==> src/rtl/rsdiv_pkg.sv <==
// Shared definitions for the repeated-subtraction divider.
// Latency: n/a (types and constants only).
// Backpressure: n/a.
// Contents: default operand width and the 3-bit control FSM state encoding.
package rsdiv_pkg;

    localparam int W_DEF = 8;

    typedef enum logic [2:0] {
        IDLE  = 3'd0,
        LOAD  = 3'd1,
        CHECK = 3'd2,
        SUB   = 3'd3,
        DONE  = 3'd4
    } state_t;

endpackage

==> src/rtl/rsdiv_if.sv <==
// Request/result bundle between a requester and the divider.
// Latency: n/a (wiring only).
// Backpressure: start is level-held by the master until done is seen.
// Signals: start, dividend, divisor (master->slave); quotient, remainder,
// busy, done and, when RSDIV_ERR_EN is defined, err (slave->master).
interface rsdiv_if
    import rsdiv_pkg::*;
#(
    parameter int W = W_DEF
);

    logic         start;
    logic [W-1:0] dividend;
    logic [W-1:0] divisor;
    logic [W-1:0] quotient;
    logic [W-1:0] remainder;
    logic         busy;
    logic         done;
`ifdef RSDIV_ERR_EN
    logic         err;

    modport master (
        output start, dividend, divisor,
        input  quotient, remainder, busy, done, err
    );

    modport slave (
        input  start, dividend, divisor,
        output quotient, remainder, busy, done, err
    );
`else
    modport master (
        output start, dividend, divisor,
        input  quotient, remainder, busy, done
    );

    modport slave (
        input  start, dividend, divisor,
        output quotient, remainder, busy, done
    );
`endif

endinterface

==> src/rtl/rsdiv_cp.sv <==
// Control FSM for the divider: IDLE -> LOAD -> (CHECK <-> SUB) -> DONE.
// Latency: done rises after edge 2q+2 counting the edge that samples start as 0.
// Backpressure: DONE holds while start stays high; start is ignored while busy.
// Ports: clk, rst (async, active-high), start, ge (rem>=div), dz (div==0);
// outputs ld, sub_en, busy, done (registered) and set_err.
module rsdiv_cp
    import rsdiv_pkg::*;
(
    input  logic clk,
    input  logic rst,
    input  logic start,
    input  logic ge,
    input  logic dz,
    output logic ld,
    output logic sub_en,
    output logic busy,
    output logic done,
    output logic set_err
);

    state_t state_q, state_d;
    logic   ld_q, ld_d;
    logic   sub_en_q, sub_en_d;
    logic   busy_q, busy_d;
    logic   done_q, done_d;

    always_comb begin
        state_d = state_q;
        case (state_q)
            IDLE:    if (start) state_d = LOAD;
            LOAD:    state_d = CHECK;
            // A zero divisor must exit before any subtraction.
            CHECK:   state_d = (dz || !ge) ? DONE : SUB;
            SUB:     state_d = CHECK;
            DONE:    if (!start) state_d = IDLE;
            default: state_d = IDLE;
        endcase

        // Outputs are decoded from the next state so they are registered
        // yet line up with the state they describe.
        ld_d     = (state_d == LOAD);
        sub_en_d = (state_d == SUB);
        busy_d   = (state_d == LOAD) || (state_d == CHECK) || (state_d == SUB);
        done_d   = (state_d == DONE);
    end

    always_ff @(posedge clk or posedge rst) begin
        if (rst) begin
            state_q  <= IDLE;
            ld_q     <= 1'b0;
            sub_en_q <= 1'b0;
            busy_q   <= 1'b0;
            done_q   <= 1'b0;
        end else begin
            state_q  <= state_d;
            ld_q     <= ld_d;
            sub_en_q <= sub_en_d;
            busy_q   <= busy_d;
            done_q   <= done_d;
        end
    end

    assign ld     = ld_q;
    assign sub_en = sub_en_q;
    assign busy   = busy_q;
    assign done   = done_q;

    // Decoded from the current state so the error flag is written on the
    // very edge that takes CHECK to DONE, together with done.
    assign set_err = (state_q == CHECK) && dz;

endmodule

==> src/rtl/rsdiv.sv <==
// Unsigned W-bit divider by repeated subtraction (datapath + rsdiv_cp FSM).
// Latency: 2q+2 edges from the edge sampling start to done; divide-by-zero is 2.
// Backpressure: requester holds start until done; results hold until next LOAD.
// Ports: clk, rst (async, active-high), bus (rsdiv_if.slave).
// Optional feature: define RSDIV_ERR_EN to add the err divide-by-zero flag.
module rsdiv
    import rsdiv_pkg::*;
#(
    parameter int W = W_DEF
)(
    input  logic    clk,
    input  logic    rst,
    rsdiv_if.slave  bus
);

    logic [W-1:0] rem_q, rem_d;
    logic [W-1:0] div_q, div_d;
    logic [W-1:0] quo_q, quo_d;
    logic         ld, sub_en, ge, dz;
`ifdef RSDIV_ERR_EN
    logic         set_err;
    logic         err_q, err_d;
`else
    logic         set_err_unused;
`endif

    assign ge = (rem_q >= div_q);
    assign dz = (div_q == '0);

    rsdiv_cp u_cp (
        .clk     (clk),
        .rst     (rst),
        .start   (bus.start),
        .ge      (ge),
        .dz      (dz),
        .ld      (ld),
        .sub_en  (sub_en),
        .busy    (bus.busy),
        .done    (bus.done),
`ifdef RSDIV_ERR_EN
        .set_err (set_err)
`else
        .set_err (set_err_unused)
`endif
    );

    always_comb begin
        rem_d = rem_q;
        div_d = div_q;
        quo_d = quo_q;
        if (ld) begin
            rem_d = bus.dividend;
            div_d = bus.divisor;
            quo_d = '0;
        end else if (sub_en) begin
            // CHECK only enters SUB when rem >= div, so this cannot underflow.
            rem_d = rem_q - div_q;
            quo_d = quo_q + W'(1);
        end
    end

    always_ff @(posedge clk or posedge rst) begin
        if (rst) begin
            rem_q <= '0;
            div_q <= '0;
            quo_q <= '0;
        end else begin
            rem_q <= rem_d;
            div_q <= div_d;
            quo_q <= quo_d;
        end
    end

`ifdef RSDIV_ERR_EN
    always_comb begin
        err_d = err_q;
        if (ld)           err_d = 1'b0;
        else if (set_err) err_d = 1'b1;
    end

    always_ff @(posedge clk or posedge rst) begin
        if (rst) err_q <= 1'b0;
        else     err_q <= err_d;
    end

    assign bus.err = err_q;
`endif

    assign bus.quotient  = quo_q;
    assign bus.remainder = rem_q;

endmodule

==> src/flat_wrapper.sv <==
// flat-port wrapper written by rule: the top's interface ports become plain ports
module rsdiv_flat import rsdiv_pkg::*;
#(
    parameter int W = W_DEF
)
  (clk, rst, bus_start, bus_dividend, bus_divisor, bus_quotient, bus_remainder, bus_busy, bus_done);
  rsdiv_if #(.W(W)) bus_i ();
  input  logic clk;
  input  logic rst;
  input wire logic [$bits(bus_i.start)-1:0] bus_start;
  input wire logic [$bits(bus_i.dividend)-1:0] bus_dividend;
  input wire logic [$bits(bus_i.divisor)-1:0] bus_divisor;
  output wire logic [$bits(bus_i.quotient)-1:0] bus_quotient;
  output wire logic [$bits(bus_i.remainder)-1:0] bus_remainder;
  output wire logic [$bits(bus_i.busy)-1:0] bus_busy;
  output wire logic [$bits(bus_i.done)-1:0] bus_done;
  assign bus_i.start = bus_start;
  assign bus_i.dividend = bus_dividend;
  assign bus_i.divisor = bus_divisor;
  assign bus_quotient = bus_i.quotient;
  assign bus_remainder = bus_i.remainder;
  assign bus_busy = bus_i.busy;
  assign bus_done = bus_i.done;
  rsdiv #(.W(W)) u_core (.clk(clk), .rst(rst), .bus(bus_i));
endmodule
==> config.mk <==
export PLATFORM = sky130hd
export DESIGN_NAME = rsdiv_flat
export DESIGN_NICKNAME = d
export VERILOG_FILES = /design/src/rtl/rsdiv_pkg.sv /design/src/rtl/rsdiv_if.sv /design/src/rtl/rsdiv_cp.sv /design/src/rtl/rsdiv.sv /design/src/flat_wrapper.sv
export SDC_FILE = /design/constraint.sdc
export NUM_CORES = 1
export LEC_CHECK = 0
export ABC_AREA = 0
export BUFFER_PORTS_ARGS = -buffer_cell sky130_fd_sc_hd__buf_4
export CAP_MARGIN = 10
export CORE_MARGIN = 2
export CORE_UTILIZATION = 55
export CTS_BUF_LIST = sky130_fd_sc_hd__clkbuf_2 sky130_fd_sc_hd__clkbuf_4 sky130_fd_sc_hd__clkbuf_8
export CTS_CLUSTER_DIAMETER = 120
export DETAILED_ROUTE_END_ITERATION = 8
export HOLD_SLACK_MARGIN = 0.06
export PLACE_DENSITY = 0.86
export SETUP_SLACK_MARGIN = 0.3
export SLEW_MARGIN = 20
export SYNTH_ARGS = -nofsm -noshare
export SYNTH_HDL_FRONTEND = slang
export SYNTH_SLANG_ARGS = --single-unit
==> constraint.sdc <==
create_clock -name clk -period 4.2 [get_ports clk]
set_input_delay 0.84 -clock clk [delete_from_list [all_inputs] [get_ports clk]]
set_output_delay 0.84 -clock clk [all_outputs]
set_load 0.03 [all_outputs]
### Yosys cells after proc, flatten, opt, wreduce, memory -nomap -nowiden

Cells that the tools add are included.

* register bits: 31
* logic and storage cells: 35

* $add $sub $neg: 2
* magnitude comparators: 1
* eq/ne operators: 8
* muxes and demuxes: 8
* reduce and logical (&&, ||, !) cells: 8

Operator list (count)
* two-way mux 8 bit: 4
* equality test 3 x 2 -> 1 bit (second input constant): 4
* case mux 3 bit (4 select lines): 1
* two-way mux 3 bit: 3
* adder 8 x 1 -> 8 bit (second input constant): 1
* greater-or-equal comparator 8 bit: 1
* zero test 8 bit: 1
* subtractor 8 bit: 1
* equality test 3 x 1 -> 1 bit (second input constant): 2
* equality test 3 bit (second input constant): 2
* zero test 3 bit: 1
* logical OR 1 bit: 3
* nonzero test 2 bit: 1
* OR reduction 2 bit: 1
* zero test 1 bit: 1

### Longest topological paths before layout

* depth after elaboration: 8
* mapped depth: 8
* mapped depth without buffers: 8

### Modules after synthesis

A second synthesis with hierarchy kept.

* cells, all modules: 179
* area total of the unflattened synthesis: 1725.4 um2

By module, submodules not included
* rsdiv: instances 1, cells an instance 152, area each 1431.4 um2, seq. area each 600.6 um2
* rsdiv_cp: instances 1, cells an instance 27, area each 294.0 um2, seq. area each 175.2 um2

### Worst setup path before layout

OpenSTA, ideal clock, no wires.

* path type: register to register
* start: reg u_core.rem_q[2], in the netlist u_core.bus.remainder[2]
* end: reg u_core.u_cp.state_q[0]
* setup time: 0.120 ns
* arrival: 1.875 ns
* data required time: 4.080 ns
* path slack: 2.205 ns
* cell stages (with the launch flop): 7
* path through: dfrtp_1 > ha_1 > nor2b_1 > o21a_1 > o31a_1 > o21a_1 > a31o_2

* cells in the longest elaborated chain, start to end: 5

RTL lines
* start, declared: line rsdiv.sv:16 `logic [W-1:0] rem_q, rem_d;`
* start signal, assigned: line rsdiv.sv:68 `rem_q <= rem_d;`
* greater-or-equal comparator 8 bit: line rsdiv.sv:27 `assign ge = (rem_q >= div_q);`
* zero test 1 bit: line rsdiv_cp.sv:33 `CHECK: state_d = (dz || !ge) ? DONE : SUB;`
* logical OR 1 bit: line rsdiv_cp.sv:33
* two-way mux 3 bit: line rsdiv_cp.sv:33
* case mux 3 bit (4 select lines): line rsdiv_cp.sv:29 `case (state_q)`
* named net u_core.u_cp.state_d[0]: line rsdiv_cp.sv:21 `state_t state_q, state_d;`
* end signal, assigned: line rsdiv_cp.sv:55 `state_q <= state_d;`
* end, declared: line rsdiv_cp.sv:21

The timed path passes the listed nets, and every way through them passes these cells.
A chain may end at the register's enable or synchronous reset.

### Worst setup path after layout

* start: reg u_core.rem_q[0], in the netlist u_core.bus.remainder[0]
* end: reg u_core.u_cp.done_q, in the netlist u_core.u_cp.done

* cells in the longest elaborated chain, start to end: 6

RTL lines
* greater-or-equal comparator 8 bit: line rsdiv.sv:27
* zero test 1 bit: line rsdiv_cp.sv:33
* logical OR 1 bit: line rsdiv_cp.sv:33
* two-way mux 3 bit: line rsdiv_cp.sv:33
* case mux 3 bit (4 select lines): line rsdiv_cp.sv:29
* equality test 3 bit: line rsdiv_cp.sv:44 `done_d = (state_d == DONE);`
* named net u_core.u_cp.done_d: line rsdiv_cp.sv:25 `logic done_q, done_d;`
* end signal, assigned: line rsdiv_cp.sv:59 `done_q <= done_d;`
* end, declared: line rsdiv_cp.sv:25

The timed path passes the listed nets, and every way through them passes these cells.

==> run summary <==
status: complete, no violations
area grow syn2layout: 21.06%
worst-case hold path end point: u_core.u_cp.busy
Rows: 20
critical path, cell by cell: inv_1, ha_1, fa_1, nor2b_1, o21a_1, o31a_1, o21a_1, o41ai_1
die height: 59.19 um
final setup vio count: 0
critical path class: reg -> reg
WL/cell: 13.70 um
TritonCTS Buffers: 5
worst r2r src: u_core.bus.remainder[0]
Hold Fails Final Rpt: 0
Die Width: 59.19 um
flop-to-flop setup slack: 2.21 ns
hold path start: u_core.u_cp.state_q[2]
Startpoint Class: register
hold_buf cts: 0
Arr. time, crit path: 2.21 ns
setup bufs post-CTS: 0
Worst Tran Pin Value: 0.7382 ns
Peak VDD IR: 0.0004760 V
unrepaired setup endpoints after global routing: no
routed via count: 1386
Leak Pwr: 0.9858 nW
internal power: 0.8877 mW
reg-to-reg endpoint: u_core.u_cp.done
vias per cell: 5.611
post-synthesis mux area share: 4.406%
non-filler cells, final: 247
worst-case clock buffer depth: 2
post-synthesis register bit count: 31
Yosys Warn Count: 0
Post-Synth Simple-Gate Area: 16.88%
switching share of power: 44.94%
Max Clock Skew: 0.002604 ns
global-route wire length before repair: 5782 um
global route total overflow: 0
Total GRT Usage: 22.26%
register share of total power: 32.3%
Synth cell types: 36
layout net count: 242
Seq/Total Area, Yosys: 46.30%
IO Pins: 37
critical path launch point: u_core.bus.remainder[0]
Port Buffers: 36
final setup TNS: 0 ns
ANT cells: 0
Max-slew headroom: 50.79%
layout cells sized above 1: 23.83%
H-tree depth: 2
post-synthesis compound-gate area fraction: 17.25%
worst-skew pair later-pin latency: 0.33 ns
initial antenna violation count: 0
DIE AREA: 3503 um^2
CTS clock-pin slew for the worst setup and hold paths: 0.09 ns
CP dominant cell by count: o21a_1
FILL cells: 219
period utilisation layout: 47.45%
XOR/XNOR share of the synthesized area: 3.137%
synthesized area per cell: 9.573 um^2
final slew viol count: 0
Post-CTS Resized: 0
Synth Area in Adders: 7.916%
placer congestion estimate: 0.7974
CP peak stage delay: 0.39 ns
min Tclk post-route: 1.993 ns
Slowest cell on crit path: dfrtp_1
combinational power share: 56.7%
vias in the first global route: 1390
Critical Path RT: 4.42 ns
largest net degree at the start of global routing: 45
hold crit path type: reg -> reg
worst hold path cell count: 1
Post-DP HPWL: 2510 um
Crit. End Element: register
Initial Utilization: 56.26%
Clock Sinks: 31
drt pass-1 iters: 4
Critical Path Fanout Max: 4
Inst Count DP: 239
part of the power in the clock network: 11.0%
Mapped Cells: 175
Starting DRT DRC Count: 55
TritonCTS clock tree: yes
final wirelength: 3384 um
max frequency: 501.8 MHz
DRC: 0
core area: 2978 um^2
ANT nets after route: 0
largest family of logic cells by synthesized area: compound AO/OA/AOI/OAI gates
max_cap viols: 0
Pwr Density: 794.9 nW/um^2
mapped cell area: 1675 um^2
sw power: 0.7246 mW
clock root cell: clkbuf_4
Reg2Reg Depth: 8
Syn Nets: 204
worst max-delay path by stage:
stage	endpoint	slack, ns	cells after the start
after floorplan	u_core.u_cp.state_q[0]	2.20	6
after global placement	u_core.u_cp.done	2.30	6
after detailed placement	u_core.u_cp.done	2.21	8
after CTS	u_core.u_cp.done	2.19	8
after global routing	u_core.u_cp.state_q[2]	2.02	8
final	u_core.u_cp.done	2.21	8
routing by layer:
| metal | track usage, % | vias to the layer above | routed length [um] |
|---|---|---|---|
| met5 | 0 | - | 0 |
| met3 | 5.022 | 7 | 138 |
| li1 | - | 699 | - |
| met4 | 12.01 | 0 | 74 |
| met2 | 38.46 | 28 | 1697 |
| met1 | 25.28 | 652 | 1473 |
state kept, by name, summed over array words and instances (netlist names):
name,cells
u_core.bus.quotient,8
u_core.bus.remainder,8
u_core.div_q,8
u_core.u_cp.state_q,3
u_core.u_cp.busy,1
u_core.u_cp.done,1
u_core.u_cp.ld,1
u_core.u_cp.sub_en,1
kinds of logic (layout without fill, tap and decap cells):
kind of cell,count (synthesis),count (layout)
AOI/OAI and AO/OA,45,45
xor gates and xnor gates,6,6
adders and majority gates,10,10
buffers and inverters,18,57
DFF,31,31
muxes,7,7
and+or+nand+nor,58,58
power by group through the flow:
stage	Clock [mW]	Sequential (mW)	Combinational [mW]
2_1_floorplan	0	0.591	0.612
3_3_place_gp	0	0.520	0.885
3_5_place_dp	0	0.526	0.914
4_1_cts	0.184	0.521	0.918
5_1_grt	0.198	0.539	1.03
6_report	0.177	0.521	0.914
layout by cell type (no fill, tap or decap):
cell type  instances
nor2b_1            4
a22oi_1            2
xor2_1             4
a221oi_2           1
a21o_1             3
nand3_1            2
ha_1               9
nand3b_1           2
o21ai_0           17
a31oi_1            1
or3_1              4
a31o_2             1
mux2_2             3
nand4_1            5
nor4_1             2
o41ai_1            2
clkinv_2           1
nor2_1            13
inv_1             11
dfrtp_1           31
buf_4             37
mux2i_1            4
a211o_1            1
and4_1             1
o21a_1             4
o21bai_1           1
fa_1               1
a21oi_1            8
and3_1             3
xnor2_1            2
inv_2              1
o211ai_1           2
clkbuf_4           7
nor3_1             1
nor3b_1            1
nand2_1           20
o31a_1             2
critical path, delay by kind of cell (launching register included):
family	cells	cell delay [ns]
buf+inv	1	0.08
fa+ha+maj	2	0.40
compound gates	4	0.96
flops	1	0.39
simple gates	1	0.06
synth_stat cells:
cell type   n  area, um^2
a211o_1     1       8.760
o21bai_1    1       7.510
clkbuf_1    4       15.01
a31o_2      1       8.760
and4_1      1       8.760
nand3_1     2       10.01
fa_1        1       20.02
nand4_1     5       31.28
o211ai_1    2       15.01
nand3b_1    2       15.01
a221oi_2    1       15.01
xnor2_1     2       17.52
nand2_1    20       75.07
and3_1      3       18.77
a21oi_1     8       40.04
nor3b_1     1       7.510
nor2_1     13       48.80
or3_1       4       25.02
a21o_1      3       22.52
buf_2       1       5.000
o41ai_1     2       17.52
a22oi_1     2       15.01
xor2_1      4       35.03
nor3_1      1       5.000
o21ai_0    17       85.08
mux2i_1     4       40.04
a31oi_1     1       6.260
buf_1       1       3.750
nor2b_1     4       25.02
nor4_1      2       12.51
ha_1        9       112.6
o31a_1      2       17.52
o21a_1      4       30.03
mux2_2      3       33.78
inv_1      12       45.04
dfrtp_1    31       775.7
through the flow:
| step | cell area (um^2) | utilization [%] | total power [mW] | worst slack (ns) | hold WS, ns |
|---|---|---|---|---|---|
| final | 2028 | 68.11 | 1.612 | 2.207 | 0.5538 |
| after global routing | 2028 | 68.11 | 1.769 | 2.022 | 0.5700 |
| after CTS | 2028 | 68.11 | 1.623 | 2.187 | 0.5433 |
| after detailed placement | 1971 | 66.18 | 1.441 | 2.214 | 0.5330 |
| after global placement | 1971 | 66.18 | 1.404 | 2.301 | 0.5239 |
| after floorplan | 1675 | - | 1.202 | 2.205 | 0.4973 |
final cells by class:
| class | instances | area (um^2) | share of cell area, % |
|---|---|---|---|
| clock buffers | 7 | 52.55 | 2.591 |
| clock inverters | 1 | 5.005 | 0.2468 |
| inverters | 12 | 45.04 | 2.221 |
| multi-input cells | 126 | 830.8 | 40.96 |
| flip-flops and latches | 31 | 775.7 | 38.25 |
| well taps | 33 | 41.29 | 2.036 |
| repair buffers | 37 | 277.8 | 13.70 |
Power figures use the tool's default switching activity.
